`src/rtl/whack_pkg.sv`:
```
// Shared types and helpers for the whack-a-mole game blocks.
// Holds the scheduler state encoding and the level-to-show-time rule.
package whack_pkg;

    localparam int HOLE_W  = 4;
    localparam int LEVEL_W = 2;
    localparam int TICK_W  = 5;
    localparam int CNT_W   = 8;

    typedef enum logic [1:0] {
        IDLE,
        GAP,
        SHOW,
        RESOLVE
    } sched_state_t;

    // Show time shrinks with level but never drops below one tick.
    function automatic logic [TICK_W-1:0] show_ticks(
        input logic [LEVEL_W-1:0] level,
        input int                 l0,
        input int                 step
    );
        int v;
        v = l0 - step * int'(level);
        if (v < 1) v = 1;
        return v[TICK_W-1:0];
    endfunction

endpackage

```
`src/rtl/lfsr16.sv`:
```
// Free-running 16-bit Fibonacci LFSR, taps 16,14,13,11.
// Shared by any block needing cheap pseudo-random bits.
module lfsr16 #(
    parameter logic [15:0] SEED = 16'hACE1
) (
    input  logic        clk,
    input  logic        rst,
    output logic [15:0] state
);

    always_ff @(posedge clk or negedge rst) begin
        if (!rst) begin
            state <= SEED;
        end else begin
            state <= {state[14:0],
                      state[15] ^ state[13] ^ state[12] ^ state[10]};
        end
    end

endmodule

```
`src/rtl/mole_scheduler.sv`:
```
// Sequences one round of moles: gap, show, judge hits, resolve.
// All pulse outputs are registered one cycle after the deciding edge.
module mole_scheduler
    import whack_pkg::*;
#(
    parameter int          TICK_DIV        = 2_500_000,
    parameter int          SHOW_L0         = 12,
    parameter int          SHOW_STEP       = 3,
    parameter int          GAP_TICKS       = 4,
    parameter int          MOLES_PER_ROUND = 8,
    parameter logic [15:0] LFSR_SEED       = 16'hACE1
) (
    input  logic               clk,
    input  logic               rst,
    input  logic               game_start,
    input  logic               game_over,
    input  logic [LEVEL_W-1:0] round_level,
    input  logic               hit,
    input  logic [HOLE_W-1:0]  hit_index,
    output logic               mole_appear,
    output logic [HOLE_W-1:0]  mole_index,
    output logic               hit_success,
    output logic               wrong_hit,
    output logic               miss,
    output logic               round_done,
    output logic               busy
);

    localparam int PW = (TICK_DIV > 1) ? $clog2(TICK_DIV) : 1;

    sched_state_t      state, state_n;
    logic              start_q, hit_q;
    logic [PW-1:0]     presc;
    logic [TICK_W-1:0] ticks, show_len;
    logic [CNT_W-1:0]  mole_cnt;
    logic [15:0]       lfsr;
    logic              unused_lfsr;

    logic start_rise, hit_rise, tick;
    logic gap_done, show_done, hit_ok, last;
    logic [HOLE_W-1:0] cand, next_index;
    logic appear_n, hit_n, wrong_n, miss_n, done_n;

    lfsr16 #(.SEED(LFSR_SEED)) u_lfsr (
        .clk   (clk),
        .rst   (rst),
        .state (lfsr)
    );

    assign unused_lfsr = ^lfsr[15:4];

    assign start_rise = game_start & ~start_q;
    assign hit_rise   = hit & ~hit_q;
    assign tick       = (presc == PW'(TICK_DIV - 1));
    assign gap_done   = tick && (ticks == TICK_W'(GAP_TICKS - 1));
    assign show_done  = tick && (ticks == show_len - 1'b1);
    assign hit_ok     = hit_rise && (hit_index == mole_index);
    assign last       = (mole_cnt == CNT_W'(MOLES_PER_ROUND - 1));
    assign cand       = lfsr[HOLE_W-1:0];
    // Never show the same hole twice in a row.
    assign next_index = (cand == mole_index) ? cand + 1'b1 : cand;
    assign busy       = (state != IDLE);

    always_ff @(posedge clk or negedge rst) begin
        if (!rst) begin
            state       <= IDLE;
            mole_appear <= 1'b0;
            hit_success <= 1'b0;
            wrong_hit   <= 1'b0;
            miss        <= 1'b0;
            round_done  <= 1'b0;
        end else begin
            state       <= state_n;
            mole_appear <= appear_n;
            hit_success <= hit_n;
            wrong_hit   <= wrong_n;
            miss        <= miss_n;
            round_done  <= done_n;
        end
    end

    always_comb begin
        state_n = state;
        if (game_over) begin
            state_n = IDLE;
        end else begin
            unique case (state)
                IDLE:    if (start_rise) state_n = GAP;
                GAP:     if (gap_done) state_n = SHOW;
                SHOW:    if (hit_ok || show_done) state_n = RESOLVE;
                RESOLVE: state_n = last ? IDLE : GAP;
                default: state_n = IDLE;
            endcase
        end
    end

    // A correct hit wins over expiry; expiry wins over a wrong hit.
    always_comb begin
        appear_n = (state_n == SHOW);
        hit_n    = 1'b0;
        wrong_n  = 1'b0;
        miss_n   = 1'b0;
        done_n   = 1'b0;
        if (!game_over) begin
            unique case (1'b1)
                state == SHOW: begin
                    if (hit_ok)         hit_n   = 1'b1;
                    else if (show_done) miss_n  = 1'b1;
                    else if (hit_rise)  wrong_n = 1'b1;
                end
                state == RESOLVE: done_n = last;
                default: ;
            endcase
        end
    end

    always_ff @(posedge clk or negedge rst) begin
        if (!rst) begin
            start_q    <= 1'b0;
            hit_q      <= 1'b0;
            presc      <= '0;
            ticks      <= '0;
            mole_cnt   <= '0;
            mole_index <= '0;
            show_len   <= '0;
        end else begin
            start_q <= game_start;
            hit_q   <= hit;
            if (state_n != state) begin
                presc <= '0;
                ticks <= '0;
            end else if (tick) begin
                presc <= '0;
                ticks <= ticks + 1'b1;
            end else begin
                presc <= presc + 1'b1;
            end
            if (state == IDLE && state_n == GAP) begin
                mole_cnt <= '0;
            end else if (state == RESOLVE && !game_over) begin
                mole_cnt <= mole_cnt + 1'b1;
            end
            if (state == GAP && state_n == SHOW) begin
                mole_index <= next_index;
                show_len   <= show_ticks(round_level, SHOW_L0, SHOW_STEP);
            end
        end
    end

endmodule

```
`config.mk`:
```
export PLATFORM = sky130hd
export DESIGN_NAME = mole_scheduler
export DESIGN_NICKNAME = d
export VERILOG_FILES = /design/src/rtl/whack_pkg.sv /design/src/rtl/lfsr16.sv /design/src/rtl/mole_scheduler.sv
export SDC_FILE = /design/constraint.sdc
export NUM_CORES = 1
export LEC_CHECK = 0
export CAP_MARGIN = 20
export CORE_MARGIN = 10
export CORE_UTILIZATION = 40
export DETAILED_ROUTE_END_ITERATION = 6
export SYNTH_ARGS = -nofsm -noshare
export SYNTH_HDL_FRONTEND = slang
export SYNTH_SLANG_ARGS = --single-unit
```
`constraint.sdc`:
```
create_clock -name clk -period 2.2 [get_ports clk]
set_input_delay 0.44 -clock clk [delete_from_list [all_inputs] [get_ports clk]]
set_output_delay 0.44 -clock clk [all_outputs]
set_load 0.05 [all_outputs]
```
==> impl_metrics.ini, run 1 <==
[power_and_ir_drop]
vdd_ir_drop_max_v = 0.0002576
clockPowerShare_pct = 40.3
intPower_mw = 1.934
p_total_mw = 2.590
p_sw_mw = 0.6560
sequentialPowerShare_pct = 51.6
leakage_nw = 1.887
p_per_area_nw_per_um2 = 631.2
p_sw_share_pct = 25.33
pwr-share-comb_pct = 8.1

[worst_setup_path]
timing.reg2reg.setup_slack_ps = 150
worst_path_largest_cell_delay_ps = 840
critPathRequiredTime_ps = 1760
cp_num_buf_inv = 1
critical_path_class = reg2out
startpoint = mole_index[1]$_DFFE_PN0P_
endpoint = mole_index[1]
worstPathArrival_ps = 1620
cp_top_family = buffers and inverters
worstSetupEndpointType = output pin
path_cells = clkdlybuf4s50_1
reg2reg_to = mole_index[1]$_DFFE_PN0P_
crit_slowest_cell = clkdlybuf4s50_1
rr_worst_depth = 6
r2r-start = presc[1]$_DFF_PN0_
critical_path_depth = 1
critPathLaunchType = flop
path_max_fanout = 4

[synth]
yosys.area.top_type = dfrtp_1
ys_ff_latch = 68
yosys-top-cells-count = dfrtp_1 (60), xor2_1 (35), nor2_1 (27)
syn-num-nets = 329
synth_top_family_by_area = simple AND/OR/NAND/NOR gates
synthSimpleGateAreaFrac_pct = 24.48
syn-mean-instance-area_um2 = 11.15
synthTopCellsByArea = dfrtp_1 (44%), xor2_1 (8.9%), dfstp_2 (6.1%)
ys.flop_type = dfrtp_1
synth_compound_area_share_pct = 4.226
yosysMostFrequentCell = dfrtp_1
synth_top_area_share_pct = 43.72
synth_cells = 308
synth_xor_area_share_pct = 13.26
seq_area_frac_synth_pct = 49.84
synth_area_um2 = 3435
yosys.area_share.adder_pct = 3.643
yosysWarnings = 0
synth_cell_types = 52
async_flop_share_pct = 100.0
synth.area.mux_share_pct = 1.931
synth_edf_count = 0

[placed_design]
place.port_buffers = 20
place_congestion = 0.7501
dpl.hpwl_um = 4774

[die]
dieArea_um2 = 12690
num_io_pins = 21
die_h_um = 112.7
core_um2 = 8299
rows = 33
initial_core_util_pct = 41.38
die_w_um = 112.7

[timing]
hold_viol_final = 0
whs_ps = 39.57
maxSlewViolCount = 0
finalSetupTns_ps = 0
fin_worst_skew_ps = 12.89
fmax_mhz = 486.1
worst_pin_slew_ps = 521.8
fin_crit_ps = 2057
rsz0062_at_grt = false
max_slew_margin_pct = 65.11
fin_crit_sh_pct = 93.52
setup_violations = 0

[drt]
wl_per_cell_um = 14.66
vias = 2358
vias_per_cell = 5.104
detail-route-antenna-nets = 0
finalWirelength_um = 6775
firstDrtPassIters = 5
drt_iter0_drc = 86
drcViolationCount = 0

[global_route]
track_usage_pct = 11.38
grt_pass1_wl_um = 12050
grt_pass1_vias = 2438
gr-total-overflow = 0
grt_antenna_before_repair = 0
grt_max_degree = 51

[clock_tree]
htreeDepth = 3
clock_path_buffers = 2
cts.sinks = 68
cts_root_buffer = clkbuf_8
cts_buffers = 9
clk_latency_ps = 350
cts.clk_slew.worst_paths_ps = 80
hold_buffers = 0
cts_tree = done

[outcome]
status = finished, final reports clean

[cells_and_area]
finish.net_count = 373
drive_gt1_share_pct = 19.89
synthToLayoutAreaGrowth_pct = 19.49
diodes = 0

[worst_hold_path]
hold_path.class = in2async

[run]
maxCapViolCount = 0
## state kept, by name, summed over array words and instances (netlist names), 2 cells and up
register      flops
u_lfsr.state     16
ticks             5
state             2
mole_index        4
show_len          4
presc            22
mole_cnt          8
## power groups by stage
stage                     Clock [mW]  Sequential (mW)  Combinational (mW)
after floorplan                    0             1.35               0.119
after global placement             0             1.36               0.208
after detailed placement           0             1.36               0.214
after CTS                       1.07             1.34               0.215
after global routing            1.12             1.35               0.235
final                           1.04             1.34               0.210
## cell type report
type                            count  area (µm²)
Tap cell                          105       131.4
Fill cell                         757        4195
Inverter                            8       30.03
Multi-Input combinational cell    224        1642
Clock inverter                      6       63.81
Timing Repair Buffer               41       387.9
Clock buffer                       10       137.6
Sequential cell                    68        1712
## kinds of logic after synthesis
| logic type | after synthesis |
|---|---|
| DFF | 68 |
| buffers and inverters | 16 |
| AOI/OAI and AO/OA | 21 |
| and+or+nand+nor | 135 |
| adders and majority gates | 10 |
| muxes | 6 |
| xor gates and xnor gates | 52 |
## through the flow
stage                     setup slack [ps]  cell area [µm²]  std cells  util [%]
after global routing                 15.81             4104        462     49.45
after detailed placement            0.1894             3879        444     46.74
after floorplan                      80.92             3435        308         -
final                                142.6             4104        462     49.45
after global placement              -7.602             3879        444     46.74
after CTS                            66.32             4080        460     49.16
## what timing repair did
action / 4_1_cts / 5_1_grt
resized for setup: 0 / 1
setup buffers: 0 / 2
setup endpoints to repair: 0 / 24
## worst min path at each step
stage	slack (ps)	to	startpoint
2_1_floorplan	140	hit_q$_DFF_PN0_	rst
3_3_place_gp	330	u_lfsr.state[5]$_DFF_PN1_	u_lfsr.state[4]$_DFF_PN0_
3_5_place_dp	340	u_lfsr.state[9]$_DFF_PN0_	u_lfsr.state[8]$_DFF_PN0_
4_1_cts	40	mole_cnt[4]$_DFFE_PN0P_	rst
5_1_grt	50	mole_cnt[4]$_DFFE_PN0P_	rst
6_report	40	u_lfsr.state[14]$_DFF_PN0_	rst
## routing by layer
| metal | track usage, % | part of all wire, % |
|---|---|---|
| met1 | 15.31 | 51 |
| met5 | 0 | 0 |
| met4 | 5.161 | 1.6 |
| met2 | 16.55 | 45 |
| met3 | 3.088 | 2.7 |
## cells in the final DEF, fill, tap and decap left out, types with 2 or more instances in the layout
cell type	instances
a31oi_1	3
buf_4	19
dfstp_2	8
clkbuf_8	10
clkinvlp_4	2
or2_2	3
o211ai_1	2
nand2_1	21
clkinv_2	2
xnor2_1	17
a21oi_1	4
mux2_1	2
inv_1	8
clkdlybuf4s50_1	18
and3_1	5
o21ai_0	5
nand4_2	2
nor4_1	4
and4_1	5
o22a_1	2
nand4_1	12
xor2_1	35
nor2_1	27
nor2b_1	4
buf_12	3
ha_1	10
mux2_2	3
nor3_4	2
nor3_1	21
nor4b_4	2
nor4b_1	2
dfrtp_1	60
nand2b_1	2
nand3_1	9
(Power assumes the default switching activity.)
==> run 2: changes to the inputs <==
Settings changed: ABC_AREA set to 1.
==> run 2 against run 1 <==
Clock-buffer cell count increased by 2. Via count increased by 21%. Utilization decreased by 0.20 points. Combinational power increased by 29%. Clock power increased by 13%. Maximum frequency increased by 0.27%. Worst hold slack improved by 64 ps.
==> impl_metrics.ini, run 2 <==
[die]
die_h_um = 114.7
die_w_um = 114.7
initial_core_util_pct = 41.16
core_um2 = 8721
num_io_pins = 21
rows = 34
dieArea_um2 = 13160

[synth]
yosys.area_share.adder_pct = 3.486
synth.area.mux_share_pct = 0.5925
synth_top_family_by_area = simple AND/OR/NAND/NOR gates
ys_ff_latch = 68
syn-mean-instance-area_um2 = 8.368
seq_area_frac_synth_pct = 47.68
syn-num-nets = 450
synth_area_um2 = 3590
yosysMostFrequentCell = nand2_1
yosys.area.top_type = dfrtp_1
synth_xor_area_share_pct = 8.784
synth_cells = 429
synthSimpleGateAreaFrac_pct = 27.36
synth_compound_area_share_pct = 3.555
synth_edf_count = 0
synthTopCellsByArea = dfrtp_1 (42%), nand2_1 (8.3%), inv_1 (7.1%)
async_flop_share_pct = 100.0
yosysWarnings = 0
synth_top_area_share_pct = 41.83
synth_cell_types = 34
ys.flop_type = dfrtp_1
yosys-top-cells-count = nand2_1 (79), inv_1 (68), nor2_1 (67)

[cells_and_area]
synthToLayoutAreaGrowth_pct = 19.66
final_common_cell = nand2_1
final_area_um2 = 4295
final_cell_mix = nand2_1 (79), inv_1 (66), nor2_1 (64)
finish.net_count = 493
drive_gt1_share_pct = 12.58
reg.largest.list = presc: 22 flops, u_lfsr.state: 16 flops, mole_cnt: 8 flops
top_register = presc
largest_reg_flops = 22
diodes = 0

[worst_setup_path]
critPathRequiredTime_ps = 2430
critPathLaunchType = flop
worstPathArrival_ps = 2280
critical_path_class = reg2reg
path_max_fanout = 14
worstSetupEndpointType = flop

[power_and_ir_drop]
leakage_nw = 2.127
vdd_ir_drop_max_v = 0.0003317
p_per_area_nw_per_um2 = 644.8

[placed_design]
place.port_buffers = 20
place_congestion = 0.8729
dp_slack_ps = -42.31
dpl.hpwl_um = 5283
dpl-instance-area_um2 = 3998

[global_route]
track_usage_pct = 11.90
grt_antenna_before_repair = 0
grt_pass1_wl_um = 12800
gr-total-overflow = 0
grt_max_degree = 69
grt_pass1_vias = 2752

[timing]
finalWorstSetupSlack_ps = 148.2
fin_crit_ps = 2052
finalSetupTns_ps = 0
max_slew_margin_pct = 55.29
fmax_mhz = 487.4
hold_viol_final = 0
fin_crit_sh_pct = 93.27
worst_pin_slew_ps = 663.7
fin_worst_skew_ps = 11.73
setup_violations = 0
whs_ps = 103.9
rsz0062_at_grt = true
maxSlewViolCount = 0

[drt]
vias_per_cell = 4.877
finalWirelength_um = 7410
wl_per_cell_um = 12.67
firstDrtPassIters = 4
drcViolationCount = 0
drt_iter0_drc = 136
detail-route-antenna-nets = 0
vias = 2853

[run]
maxCapViolCount = 0

[clock_tree]
cts_tree = done
clock_path_buffers = 2
htreeDepth = 3
cts.sinks = 68
clk_latency_ps = 350
cts_buffers = 9
cts_root_buffer = clkbuf_8
cts.clk_slew.worst_paths_ps = 70

[outcome]
status = finished, final reports clean

[worst_hold_path]
hold_path.class = in2async
[run 2: changes by cell type after synthesis, sizes merged, moves of 6 or more]
cell | previous run | this run
nor2 | 27 | 69
o21ai | 5 | 13
nand2 | 21 | 83
xor2 | 35 | 25
inv | 8 | 69
xnor2 | 17 | 11
nor3 | 24 | 5
nand3 | 10 | 27
[run 2: critical path: stages (launching register included)]
cell and delay [ps]:
dfrtp_1 380, ha_1 200, nand2_2 90, nor2_4 170
nand2_2 80, nor2_4 190, nand3_2 110, nand2_1 80
nand2_1 90, nand2_2 130, nand3_4 170, nand2_8 180
nor2_1 60
[run 2: through the flow]
step | std cells | util [%] | total power, mW
final | 585 | 49.25 | 2.770
after detailed placement | 566 | 45.84 | 1.609
after floorplan | 429 | - | 1.511
after global routing | 585 | 49.25 | 2.907
after global placement | 566 | 45.84 | 1.599
after CTS | 582 | 48.44 | 2.788
[run 2: where the power goes]
group	switching (mW)	internal [mW]	total (mW)
registers	0.0421	1.29	1.33
clock network	0.467	0.699	1.17
logic	0.162	0.109	0.271
total	0.671	2.10	2.77
[run 2: kinds of logic (layout without fill, tap and decap cells)]
| logic type | after synthesis | count (layout) |
|---|---|---|
| AOI/OAI and AO/OA | 23 | 23 |
| DFF | 68 | 68 |
| adders and majority gates | 10 | 10 |
| xor gates and xnor gates | 36 | 36 |
| buffers and inverters | 75 | 121 |
| muxes | 2 | 2 |
| and+or+nand+nor | 215 | 217 |
[run 2: area by class of cell]
type | count | area [µm²]
Sequential cell | 68 | 1712
Tap cell | 108 | 135.1
Fill cell | 835 | 4425
Timing Repair Buffer | 36 | 326.6
Multi-Input combinational cell | 288 | 1635
Clock buffer | 12 | 155.1
Inverter | 69 | 259.0
Clock inverter | 4 | 72.57
[run 2: final timing paths]
kind                                           start                          to  slack [ps]  cells after the start
max                               presc[1]$_DFF_PN0_         presc[21]$_DFF_PN0_         150                     12
min                                              rst  u_lfsr.state[14]$_DFF_PN0_         100                      2
max reg2reg                       presc[1]$_DFF_PN0_         presc[21]$_DFF_PN0_         150                     12
min reg2reg                u_lfsr.state[8]$_DFF_PN0_   u_lfsr.state[9]$_DFF_PN0_         350                      0
max in group asynchronous                        rst   u_lfsr.state[0]$_DFF_PN1_        1770                      2
min in group clk           u_lfsr.state[8]$_DFF_PN0_   u_lfsr.state[9]$_DFF_PN0_         350                      0
[run 2: per-layer routing]
| metal | track usage (%) | wire (µm) |
|---|---|---|
| met1 | 14.62 | 3403 |
| met2 | 19.55 | 3633 |
| met3 | 3.854 | 295 |
| met4 | 3.465 | 77 |
| met5 | 0 | 0 |
[run 2: what timing repair did]
item,in CTS,in global routing
setup endpoints to repair,1,35
setup buffers,0,1
hold buffers,0,0
resized for setup,1,9
cloned,0,2
endpoints found under the hold margin,0,0
pin swaps,0,2
==> run 3: changes to the inputs <==
Settings changed: CORE_ASPECT_RATIO set to 0.9.
==> run 3 against run 2 <==
Worst hold slack got worse by 12 ps. Critical endpoint is now mole_index[0]. Via count decreased by 1.2%. Critical path type is now reg2out. Largest power group unchanged. Clock-buffer cell count decreased by 2. Clock power about the same. Global-route usage decreased by 0.26 points.
==> impl_metrics.ini, run 3 (synthesis gave the netlist of run 2 again) <==
[cells_and_area]
final_cell_mix = nand2_1 (77), inv_1 (67), nor2_1 (65)
diodes = 0
synthToLayoutAreaGrowth_pct = 20.60
n_fill_cell = 860
drive_gt1_share_pct = 13.00
largest_reg_flops = 22
reg.largest.list = presc: 22 flops, u_lfsr.state: 16 flops, mole_cnt: 8 flops
final_common_cell = nand2_1
top_register = presc
fin_util_pct = 50.06
finish.net_count = 493

[die]
dieArea_um2 = 13170
rows = 32
die_w_um = 119.9
initial_core_util_pct = 41.51
die_h_um = 109.9
num_io_pins = 21
core_um2 = 8648

[worst_setup_path]
cp_num_buf_inv = 1
worstSetupEndpointType = output pin
worst_path_largest_cell_delay_ps = 850
path_max_fanout = 4
critical_path_depth = 1
critPathLaunchType = flop
critPathRequiredTime_ps = 1760
worstPathArrival_ps = 1640
path_cells = clkdlybuf4s50_1
crit_slowest_cell = clkdlybuf4s50_1
cp_top_family = buffers and inverters
critical_path_class = reg2out
rr_worst_depth = 12

[global_route]
gr-total-overflow = 0
track_usage_pct = 11.64
grt_pass1_vias = 2757
grt_pass1_wl_um = 12630
grt_antenna_before_repair = 0
grt_max_degree = 69

[power_and_ir_drop]
p_per_area_nw_per_um2 = 642.2
sequentialPowerShare_pct = 47.9
p_sw_mw = 0.7031
intPower_mw = 2.077
leakage_nw = 2.129
pwr-share-comb_pct = 9.9
p_sw_share_pct = 25.29
clockPowerShare_pct = 42.2
vdd_ir_drop_max_v = 0.0003510

[timing]
finalWorstSetupSlack_ps = 119.3
fin_worst_skew_ps = 6.091
max_slew_margin_pct = 66.04
fin_crit_ps = 2081
maxSlewViolCount = 0
setup_violations = 0
hold_viol_final = 0
fmax_mhz = 480.6
fin_crit_sh_pct = 94.58
finalSetupTns_ps = 0
worst_pin_slew_ps = 507.9
rsz0062_at_grt = false

[placed_design]
place.port_buffers = 20
dpl.hpwl_um = 5238
dp_slack_ps = 33.23
place_congestion = 0.8926

[drt]
firstDrtPassIters = 4
finalWirelength_um = 7566
drcViolationCount = 0
vias_per_cell = 4.730
detail-route-antenna-nets = 0
vias = 2819
wl_per_cell_um = 12.69
drt_iter0_drc = 144

[clock_tree]
clk_latency_ps = 340
hold_buffers = 0
cts_tree = done
cts_root_buffer = clkbuf_8
cts_buffers = 9
clock_path_buffers = 2
cts.clk_slew.worst_paths_ps = 80
htreeDepth = 3
cts.sinks = 68

[outcome]
status = finished, final reports clean

[run]
maxCapViolCount = 0

[worst_hold_path]
hold_path.class = in2async
-- run 3: what timing repair did --
action	4_1_cts	5_1_grt
endpoints found under the setup margin	1	35
gates resized for setup	1	12
pin swaps	0	1
cloned	0	2
setup buffers	0	1
-- run 3: per-stage QoR --
step	cells	power, mW	hold slack, ps	cell area [µm²]
final	596	2.780	92.00	4329
after global routing	596	2.919	120.8	4329
after CTS	593	2.798	112.5	4243
after detailed placement	577	1.608	339.2	4011
after global placement	577	1.599	335.1	4011
after floorplan	429	1.511	144.4	3590
-- run 3: layout make-up --
type	count	area (µm²)	area share, %
Clock buffer	10	137.6	3.179
Tap cell	119	148.9	3.439
Multi-Input combinational cell	288	1650	38.12
Clock inverter	6	95.09	2.197
Sequential cell	68	1712	39.54
Timing Repair Buffer	36	326.6	7.543
Inverter	69	259.0	5.983
-- run 3: per-layer routing --
| metal | part of all wire, % | global-route usage [%] | vias to the layer above |
|---|---|---|---|
| met2 | 44 | 17.82 | 43 |
| met4 | 1.3 | 3.442 | 0 |
| li1 | - | - | 1441 |
| met5 | 0 | 0 | - |
| met3 | 4.2 | 3.793 | 10 |
| met1 | 50 | 15.43 | 1325 |
-- run 3: worst paths after layout --
check,from,to,slack (ps)
setup / recovery,mole_index[0]$_DFFE_PN0P_,mole_index[0],120
hold / removal,rst,presc[6]$_DFF_PN0_,90
setup reg to reg,presc[0]$_DFF_PN0_,presc[7]$_DFF_PN0_,160
hold reg to reg,u_lfsr.state[8]$_DFF_PN0_,u_lfsr.state[9]$_DFF_PN0_,360
max in group asynchronous,rst,u_lfsr.state[6]$_DFF_PN1_,1760
min in group clk,u_lfsr.state[8]$_DFF_PN0_,u_lfsr.state[9]$_DFF_PN0_,360
-- run 3: power groups by stage --
stage                     Clock (mW)  Sequential (mW)  Combinational (mW)
after floorplan                    0             1.35               0.156
after global placement             0             1.35               0.246
after detailed placement           0             1.35               0.254
after CTS                       1.21             1.33               0.254
after global routing            1.27             1.34               0.310
final                           1.17             1.33               0.275
